File: src/rtl/serial_adder_pkg.sv
// Shared types and defaults for the bit-serial adder/subtractor.
package serial_adder_pkg;

   typedef enum logic [1:0] {
      IDLE = 2'd0,
      RUN  = 2'd1,
      DONE = 2'd2
   } sa_state_t;

   localparam int SA_DEFAULT_WIDTH = 16;

endpackage

File: src/rtl/serial_adder_full_adder.sv
// Full adder built from two half adders; one instance forms the serial bit slice.
module full_adder (
   input  logic a,
   input  logic b,
   input  logic cin,
   output logic sum,
   output logic cout
);

   logic s0, c0, c1;

   half_adder u_ha0 (.a(a),  .b(b),   .sum(s0),  .carry(c0));
   half_adder u_ha1 (.a(s0), .b(cin), .sum(sum), .carry(c1));

   assign cout = c0 | c1;

endmodule

File: src/rtl/serial_adder_half_adder.sv
// Half-adder cell: the building block of the serial full-adder slice.
module half_adder (
   input  logic a,
   input  logic b,
   output logic sum,
   output logic carry
);

   assign sum   = a ^ b;
   assign carry = a & b;

endmodule

File: src/rtl/serial_adder.sv
// Bit-serial two's-complement adder/subtractor, one bit per clock, valid/ready on both sides.
module serial_adder
   import serial_adder_pkg::*;
#(
   parameter int WIDTH = SA_DEFAULT_WIDTH
) (
   input  logic             clk,
   input  logic             rst_n,
   input  logic             in_valid,
   output logic             in_ready,
   input  logic             op_sub,
   input  logic [WIDTH-1:0] a,
   input  logic [WIDTH-1:0] b,
   output logic             out_valid,
   input  logic             out_ready,
   output logic [WIDTH-1:0] sum,
   output logic             cout,
   output logic             ovf
);

   localparam int CNT_W = $clog2(WIDTH);

   sa_state_t        state, state_nxt;
   logic [WIDTH-1:0] a_sr, b_sr, sum_sr;
   logic [CNT_W-1:0] cnt;
   logic             carry, c_msb;
   logic             fa_sum, fa_cout;
   logic             accept, last_bit;

   assign accept   = in_valid & in_ready;
   assign last_bit = (cnt == CNT_W'(WIDTH - 1));

   // NOTE: sequential state uses non-blocking assignments so every flop samples pre-edge values.
   always_ff @(posedge clk or negedge rst_n) begin
      if (!rst_n) state <= IDLE;
      else        state <= state_nxt;
   end

   // NOTE: default assignment first keeps this block free of inferred latches.
   always_comb begin
      state_nxt = state;
      case (state)
         IDLE:    if (in_valid)  state_nxt = RUN;
         RUN:     if (last_bit)  state_nxt = DONE;
         DONE:    if (out_ready) state_nxt = IDLE;
         default: state_nxt = IDLE;
      endcase
   end

   always_comb begin
      in_ready  = (state == IDLE);
      out_valid = (state == DONE);
   end

   full_adder u_fa (
      .a    (a_sr[0]),
      .b    (b_sr[0]),
      .cin  (carry),
      .sum  (fa_sum),
      .cout (fa_cout)
   );

   // Subtraction is a + ~b + 1: the +1 enters as the initial carry.
   // NOTE: shift registers are reset too, so an aborted operation leaves no stale result visible.
   always_ff @(posedge clk or negedge rst_n) begin
      if (!rst_n) begin
         a_sr   <= '0;
         b_sr   <= '0;
         sum_sr <= '0;
         cnt    <= '0;
         carry  <= 1'b0;
         c_msb  <= 1'b0;
      end else if (accept) begin
         a_sr  <= a;
         b_sr  <= op_sub ? ~b : b;
         carry <= op_sub;
         cnt   <= '0;
      end else if (state == RUN) begin
         a_sr   <= a_sr >> 1;
         b_sr   <= b_sr >> 1;
         sum_sr <= {fa_sum, sum_sr[WIDTH-1:1]};
         carry  <= fa_cout;
         cnt    <= cnt + CNT_W'(1);
         if (last_bit) c_msb <= carry;
      end
   end

   // Signed overflow: carry into the MSB differs from carry out of it.
   assign sum  = sum_sr;
   assign cout = carry;
   assign ovf  = carry ^ c_msb;

endmodule
File: config.mk
export PLATFORM = sky130hd
export DESIGN_NAME = serial_adder
export DESIGN_NICKNAME = d
export VERILOG_FILES = /design/src/rtl/serial_adder_pkg.sv /design/src/rtl/serial_adder_full_adder.sv /design/src/rtl/serial_adder_half_adder.sv /design/src/rtl/serial_adder.sv
export SDC_FILE = /design/constraint.sdc
export NUM_CORES = 1
export LEC_CHECK = 0
export BUFFER_PORTS_ARGS = -buffer_cell sky130_fd_sc_hd__buf_2
export CAP_MARGIN = 10
export CORE_MARGIN = 2
export CORE_UTILIZATION = 57
export CTS_BUF_LIST = sky130_fd_sc_hd__clkbuf_2
export CTS_CLUSTER_SIZE = 12
export DETAILED_ROUTE_END_ITERATION = 10
export HOLD_SLACK_MARGIN = 0.15
export PLACE_DENSITY_LB_ADDON = 0.2
export SLEW_MARGIN = 40
export SYNTH_ARGS = -nofsm -noshare
export SYNTH_HDL_FRONTEND = slang
export SYNTH_HIERARCHICAL = 1
export SYNTH_SLANG_ARGS = --single-unit
File: constraint.sdc
create_clock -name clk -period 2.7 [get_ports clk]
set_input_delay 0 -clock clk [delete_from_list [all_inputs] [get_ports clk]]
set_output_delay 0 -clock clk [all_outputs]
set_load 0.02 [all_outputs]
## Word-level counts from Yosys, hierarchy flattened

Cells that the tools add are included.

- Register bits after elaboration: 56
- Bits in latches: 0
- Memory bits (writable): 0
- Bits in read-only memories: 0
- Input port bits: 37
- Word-level logic and storage cells: 41
- Memories kept: 0

- Add/sub/neg operators: 1
- $mul: 0
- Div/mod/pow operators: 0
- $lt $le $gt $ge: 0
- Equal/unequal tests: 6
- Shift-type cells: 0
- Multiplexer cells: 13
- Bitwise operators: 9
- Reductions and logical operators: 5

Operators by type and width:

| cell | count |
|---|---|
| $mux 16 | 5 |
| $not 16->16 | 1 |
| $mux 4 | 2 |
| $mux 2 | 3 |
| $pmux 2 s3 | 1 |
| $reduce_and 3->1 | 2 |
| $add 4x1->4 const B | 1 |
| $eq 4x4->1 const B | 1 |
| $ne 2x2->1 const B | 2 |
| $and 1x1->1 | 3 |
| $xor 1x1->1 | 3 |
| $eq 2x1->1 const B | 1 |
| $eq 2x2->1 const B | 1 |
| $logic_not 2->1 | 1 |
| $mux 1 | 2 |
| $ne 2x1->1 const B | 1 |
| $reduce_and 2->1 | 1 |
| $reduce_bool 2->1 | 1 |
| $not 1->1 | 1 |
| $or 1x1->1 | 1 |

## Depth between registers and ports, before layout

Gate-level depths: netlist of the first run.

- Word-level depth: 5
- Gate-level depth with buffers: 6
- Gate-level depth less buffers: 5

## Hierarchy

The synthesis of the first run kept the hierarchy.

Modules (own cells, without submodules):

| module | times used | cells an instance | area an instance (um2) | sequential area each (um2) |
|---|---|---|---|---|
| serial_adder | 1 | 251 | 2,472.4 | 1,401.3 |
| half_adder | 2 | 1 | 12.5 | 0.0 |
| full_adder | 1 | 1 | 6.3 | 0.0 |

## Worst setup path before layout of the first run

OpenSTA, ideal clock, no wires.

- Kind: reg-to-reg
- Start: register a_sr[0]
- End: register carry, in the netlist cout
- Arrival time: 1.231 ns
- Data required time: 2.576 ns
- Setup slack: 1.345 ns
- Stages on the path, launching flop included: 6
- Path buffers: 0
- Period minus slack after synthesis: 1.355 ns
- Cell sequence: dfrtp_1 > ha_1 > ha_1 > or2_1 > a22oi_1 > nand2_1

- Cells in the longest elaborated chain, start to end: 5

RTL lines:

| element | line | text |
|---|---|---|
| from (decl) | serial_adder.sv:24 | `logic [WIDTH-1:0] a_sr, b_sr, sum_sr;` |
| from (signal assigned) | serial_adder.sv:79 | `a_sr <= a_sr >> 1;` |
| $xor 1x1->1 | serial_adder_half_adder.sv:9 | `assign sum = a ^ b;` |
| via u_fa.s0 | serial_adder_full_adder.sv:10 | `logic s0, c0, c1;` |
| $and 1x1->1 | serial_adder_half_adder.sv:10 | `assign carry = a & b;` |
| via u_fa.c1 | serial_adder_full_adder.sv:10 |  |
| $or 1x1->1 | serial_adder_full_adder.sv:15 | `assign cout = c0 \| c1;` |
| via fa_cout | serial_adder.sv:27 | `logic fa_sum, fa_cout;` |
| $mux 1 | serial_adder.sv:78 | `end else if (state == RUN) begin` |
| $mux 1 | serial_adder.sv:73 | `end else if (accept) begin` |
| to (signal assigned) | serial_adder.sv:76 | `carry <= op_sub;` |
| to (signal assigned) | serial_adder.sv:82 | `carry <= fa_cout;` |
| to (decl) | serial_adder.sv:26 | `logic carry, c_msb;` |

The timed path passes the listed nets, and every way through them passes these cells. The select of a mux whose other input is x is not followed.
A chain may end at the register's enable or synchronous reset.

## Worst setup path after layout of the first run

- Start: register state[0]
- End: register a_sr[14]

- Cells in the longest elaborated chain, start to end: 3

RTL lines:

| element | line | text |
|---|---|---|
| from (decl) | serial_adder.sv:23 | `sa_state_t state, state_nxt;` |
| from (signal assigned) | serial_adder.sv:36 | `else state <= state_nxt;` |
| $logic_not 2->1 | serial_adder.sv:51 | `in_ready = (state == IDLE);` |
| $and 1x1->1 | serial_adder.sv:30 | `assign accept = in_valid & in_ready;` |
| $mux 16 or $reduce_bool 2->1 (tied branches) | - |  |

Parallel ways exist; a longest one is shown, timed or not.

==> metrics.yaml, run 1 <==
ir_worst_vdd_v: 0.000634
power.leakage_nw: 1.78
synth-edff-count: 0
numCtsBuffers: 5
synthFlopType: "dfrtp_1"
grt_pass1_wl_um: 10500
diodes: 0
synth-warning-count: 6
fin_crit_sh_pct: 80.9
p_int_mw: 1.84
dr.pass1.iters: 7
crit_chain: "nor2b_4 -> buf_4 -> a22oi_1 -> nand2_1 -> dlygate4sd3_1"
path_clk_slew_ps: 270
yosysSeqAreaShare_pct: 56.0
root_buffer: "clkbuf_2"
ys_types: 29
grt_max_degree: 39
finalSetupViolCount: 0
endpoint_kind: "flop"
fp.dieH_um: 70.3
antenna_found_initial: 0
maxCapViolations: 0
fin_cells: 412
synth_top_area_cell: "dfrtp_1"
grt_pass1_vias: 2185
clock_latency_ps: 460
placementRows: 24
die_area_um2: 4940
crit_slowest_cell: "nor2b_4"
grt_use_total_pct: 27.5
nFillCells: 283
drtIter0Drc: 182
routed_wl_um: 6230
dp_cells: 350
ys_async_sr_fraction_pct: 100
port-buffer-count: 56
drive_above_1_share_pct: 21.9
synth_area_leaders: "dfrtp_1, nand2_1, xnor2_1, a22oi_1, a221o_1"
r2r_cells: 5
outcome: "completed"
yosysMostFrequentCell: "nand2_1"
yosys_register_bits: 56
io_pins: 57
viasPerCell: 5.27
path_buf_inv: 2
crit_required_ps: 3110
netlist_instances: 254
cts-htree-levels: 2
drc: 0
synthTopCellsByCount: "nand2_1, dfrtp_1, a22oi_1, nor2_1, xnor2_1"
hold_viol: 0
path_class: "flop to flop"
worstSetupPathDepth: 5
coreArea_um2: 4290
arrival_ps: 2590
netSwitchingFraction_pct: 39.5
die_w_um: 70.3
clkPwrFrac_pct: 10.3
start_util_pct: 58.3
synth_area_per_cell_um2: 9.86
slowest_delay_ps: 570
skew_ps: 21.4
hold_depth: 4
synth_nets: 294
vias: 2172
dp_hpwl_um: 3390
mappedNetlistArea_um2: 2500
holdCritPathClass: "input port to flop"
combPwrFrac_pct: 43.6
pwr-share-seq_pct: 46.1
p_switching_mw: 1.20
cp-start-kind: "flop"
cts_tree: "built"
postRouteAntennaNets: 0
gp_congestion: 0.705
yosys.area.top_type_share_pct: 56.0
post_cts_buffers: 0
rsz0062_at_grt: "no"
syn_to_final_growth_pct: 36.0
period_needed_ps: 2180
max_slew_margin_pct: 48.0
layout.nets: 399
clock_sinks: 56
fmax_mhz: 458
crit_path_max_fanout: 25
cellPowerDensity_nw_per_um2: 895
wl_per_cell_um: 15.1
crit_family: "buffers and inverters"
slew_viol_final: 0
post_cts_resized: 0
overflow: 0
tns_ps: 0
postCtsHoldBufs: 54
clk_path_buf_depth: 2
worst_slew_pin_slew_ps: 780
## power groups by stage
stage               clock (mW)  sequential [mW]  combinational [mW]
floorplan                    0             1.48               0.695
CTS                      0.322             1.39                1.30
global route             0.362             1.45                1.48
global placement             0             1.40                1.07
finish                   0.314             1.40                1.33
detailed placement           0             1.41                1.12
## cell type report
class	instances	area [um^2]	area share [%]
tap	52	65.1	1.91
clock inverter	3	13.8	0.404
sequential	56	1400	41.2
timing repair buffer	116	882	25.9
multi-input combinational	179	1010	29.8
inverter	1	3.75	0.110
clock buffer	5	25.0	0.735
## kinds of logic after synthesis
kind of cell,after synthesis,synth area share [%]
multiplexers,2,0.850
buffers and inverters,19,4.00
AO/OA/AOI/OAI,38,12.5
AND/OR/NAND/NOR,119,19.2
XOR/XNOR,17,5.95
adder cells (fa/ha/maj),3,1.50
flip-flops,56,56.0
## worst register-to-register path: cells and delay by family (launching register included)
| kind | cells | cell delay (ps) |
|---|---|---|
| AOI/OAI and AO/OA | 1 | 90 |
| and+or+nand+nor | 2 | 650 |
| DFF | 1 | 540 |
| buffers and inverters | 2 | 850 |
## cell usage in the layout (no fill, tap or decap), types with 2 or more instances in the layout
cell type | netlist | layout
a221o_1 | 8 | 8
a221o_2 | 5 | 5
a22oi_1 | 16 | 16
a31oi_1 | 2 | 2
buf_2 | 11 | 55
buf_4 | 2 | 6
clkbuf_2 | 0 | 5
clkinv_2 | 0 | 2
dfrtp_1 | 56 | 56
dlygate4sd3_1 | 0 | 53
ha_1 | 3 | 3
nand2_1 | 91 | 91
nand2b_1 | 2 | 2
nand3_1 | 3 | 3
nor2_1 | 16 | 16
o21ai_1 | 3 | 3
xnor2_1 | 14 | 14
xor2_1 | 3 | 3
## per-layer routing
| metal | part of all wire (%) | GRT usage [%] | wire length (um) | vias up |
|---|---|---|---|---|
| met1 | 43 | 37.3 | 2670 | 1049 |
| met3 | 4.9 | 6.78 | 304 | 10 |
| met4 | 1.5 | 8.12 | 91 | 0 |
| met5 | 0 | 0 | 0 | - |
| met2 | 51 | 44.2 | 3170 | 62 |
| li1 | - | - | - | 1051 |
## flip-flops by register name, summed over array words and instances (netlist names)
signal and count:
c_msb 1, cnt 4, cout 1, sum 16, state 2, b_sr 16, a_sr 16
## through the flow
stage               utilization [%]  area [um^2]  hold WS, ps  worst slack [ps]  power, mW
floorplan                         -         2500         -296              1340       2.18
global placement               65.2         2800          162              1100       2.47
detailed placement             65.6         2820       -0.760              1010       2.53
CTS                            79.3         3400          157               543       3.01
global route                   79.3         3400          172               382       3.28
finish                         79.3         3400          183               516       3.05
## worst paths after layout
path / startpoint / endpoint / slack [ps]
min in group asynchronous: rst_n / b_sr[11] / 550
min: op_sub / b_sr[5] / 180
max in group asynchronous: rst_n / a_sr[15] / 1910
max reg2reg: state[0] / a_sr[14] / 520
min reg2reg: cnt[3] / cnt[3] / 500
max: state[0] / a_sr[14] / 520
Power figures use the tool's default switching activity.
==> run 2: changes to the inputs <==
- CORE_UTILIZATION: 57 -> 50
- clock period: 2.7 -> 2 ns (I/O delays scaled with it)
==> metrics.yaml, run 2 (synthesized netlist as in run 1, its figures left out) <==
outcome: "completed"  # unchanged
final_common_cell: "nand2_1"  # unchanged
routed_wl_um: 5400  # was 6230 um
io_pins: 57  # unchanged
wl_met1_um: 2530  # was 2670 um
hold_depth: 3  # was 4
skew_ps: 21.6  # was 21.4 ps
cts-htree-levels: 2  # unchanged
viasPerCell: 4.91  # was 5.27
placementRows: 25  # was 24
final_cell_mix: "nand2_1, buf_2, dfrtp_1"  # was nand2_1, dfrtp_1, buf_2
rrSetupSlack_ps: 280  # was 520 ps
min_from: "out_ready"  # was op_sub
clk_path_buf_depth: 2  # unchanged
layout.nets: 387  # was 399
post_cts_resized: 0  # unchanged
finalSetupViolCount: 0  # unchanged
cp-start-kind: "flop"  # unchanged
antenna_found_initial: 0  # unchanged
endpoint_kind: "flop"  # unchanged
crit_required_ps: 2350  # was 3110 ps
numCtsBuffers: 5  # unchanged
wl_per_cell_um: 13.0  # was 15.1 um
rsz0062_at_grt: "no"  # unchanged
overflow: 0  # unchanged
cellPowerDensity_nw_per_um2: 1200  # was 895 nW/um^2
clock_sinks: 56  # unchanged
diodes: 0  # unchanged
slew_viol_final: 0  # unchanged
placed_area_um2: 2850  # was 2820 um^2
dr.pass1.iters: 4  # was 7
grt_max_degree: 35  # was 39
path_class: "flop to flop"  # unchanged
clock_latency_ps: 450  # was 460 ps
grt_pass1_wl_um: 8990  # was 10500 um
grt_use_total_pct: 21.1  # was 27.5%
drtIter0Drc: 174  # was 182
dp_hpwl_um: 3380  # was 3390 um
vias: 2038  # was 2172
gp_congestion: 0.752  # was 0.705
coreArea_um2: 4790  # was 4290 um^2
netSwitchingFraction_pct: 38.2  # was 39.5%
wl_met3_um: 225  # was 304 um
p_int_mw: 2.47  # was 1.84 mW
drc: 0  # unchanged
p_switching_mw: 1.52  # was 1.20 mW
die_w_um: 74.8  # was 70.3 um
reg2reg_from: "state[1]"  # was state[0]
cts_tree: "built"  # unchanged
place_ws_ps: 329  # was 1010 ps
tns_ps: 0  # unchanged
r2r_cells: 3  # was 5
worst_slew_pin_slew_ps: 737  # was 780 ps
root_buffer: "clkbuf_2"  # unchanged
postRouteAntennaNets: 0  # unchanged
combPwrFrac_pct: 39.2  # was 43.6%
clkPwrFrac_pct: 13.9  # was 10.3%
crit_path_max_fanout: 23  # was 25
met2_length_um: 2570  # was 3170 um
grt_pass1_vias: 1966  # was 2185
power.leakage_nw: 1.73  # was 1.78 nW
worstHoldEndpoint: "state[1]"  # was b_sr[5]
holdCritPathClass: "input port to flop"  # unchanged
fmax_mhz: 580  # was 458 MHz
max_slew_margin_pct: 50.9  # was 48.0%
pwr-share-seq_pct: 46.9  # was 46.1%
dp_cells: 366  # was 350
start_util_pct: 52.3  # was 58.3%
final_area_um2: 3320  # was 3400 um^2
ir_worst_vdd_v: 0.000698  # was 0.000634 V
layout_setup_ws_ps: 277  # was 516 ps
period_needed_ps: 1720  # was 2180 ps
top_layer: "met4"  # unchanged
hold_viol: 0  # unchanged
arrival_ps: 2080  # was 2590 ps
fin_cells: 415  # was 412
die_area_um2: 5590  # was 4940 um^2
maxCapViolations: 0  # unchanged
fin_crit_sh_pct: 86.2  # was 80.9%
fp.dieH_um: 74.8  # was 70.3 um
drive_above_1_share_pct: 23.3  # was 21.9%
port-buffer-count: 56  # unchanged
syn_to_final_growth_pct: 32.5  # was 36.0%
r2r-end: "b_sr[12]"  # was a_sr[14]
nFillCells: 360  # was 283
path_clk_slew_ps: 270  # about the same
[run 2: changes by cell type in the layout (fill, tap and decap cells not counted)]
cell           change
buf_2              +2
buf_6              -1
bufinv_16          +1
clkbuf_2           +1
clkinv_1           -1
clkinv_2           -1
dlygate4sd3_1     -13
[run 2: metrics by stage]
step | power [mW] | util, % | hold WS [ps]
floorplan | 2.94 | - | -296
global placement | 3.36 | 59.5 | 11.4
detailed placement | 3.41 | 59.5 | 16.5
CTS | 4.03 | 69.2 | 214
global route | 4.32 | 69.3 | 197
finish | 3.99 | 69.3 | 234
[run 2: cell type report]
type                    instances  area (um^2)  area share (%)
flip-flops and latches         56         1400            42.2
multi-input cells             179         1010            30.5
repair buffers                104          751            22.6
well taps                      67         83.8            2.53
clock inverters                 2         35.0            1.06
clock buffers                   6         30.0           0.905
inverters                       1         3.75           0.113
[run 2: how the worst max path moves through the flow]
stage / cells after the start / endpoint / start / slack (ps)
6_report: 3 / b_sr[12] / state[1] / 280
5_1_grt: 3 / b_sr[13] / state[1] / 140
4_1_cts: 3 / b_sr[12] / state[1] / 270
3_5_place_dp: 3 / b_sr[12] / state[1] / 330
3_3_place_gp: 3 / b_sr[8] / state[1] / 400
2_1_floorplan: 5 / cout / a_sr[0] / 640
[run 2: power by group through the flow]
stage	Sequential (mW)	Clock (mW)	Combinational [mW]
after floorplan	2.00	0	0.938
after detailed placement	1.89	0	1.52
after global routing	1.94	0.621	1.76
after global placement	1.89	0	1.47
final	1.87	0.556	1.57
after CTS	1.87	0.574	1.58
[run 2: per-layer routing]
| layer | up-vias | track usage, % |
|---|---|---|
| met4 | 0 | 6.35 |
| met1 | 959 | 29.3 |
| met5 | - | 0 |
| met2 | 43 | 33.9 |
| met3 | 6 | 4.42 |
| li1 | 1030 | - |
[run 2: repair_timing]
| item | CTS | global route |
|---|---|---|
| hold buffers | 40 | 1 |
| endpoints found under the hold margin | 91 | 12 |
| setup buffers | 0 | 0 |
| setup endpoints to repair | 0 | 0 |
[run 2: worst max-delay path, cell delays in order (launching register included)]
cell	delay [ps]
dfrtp_1	540
or3b_1	640
nor2_1	120
a221o_2	320
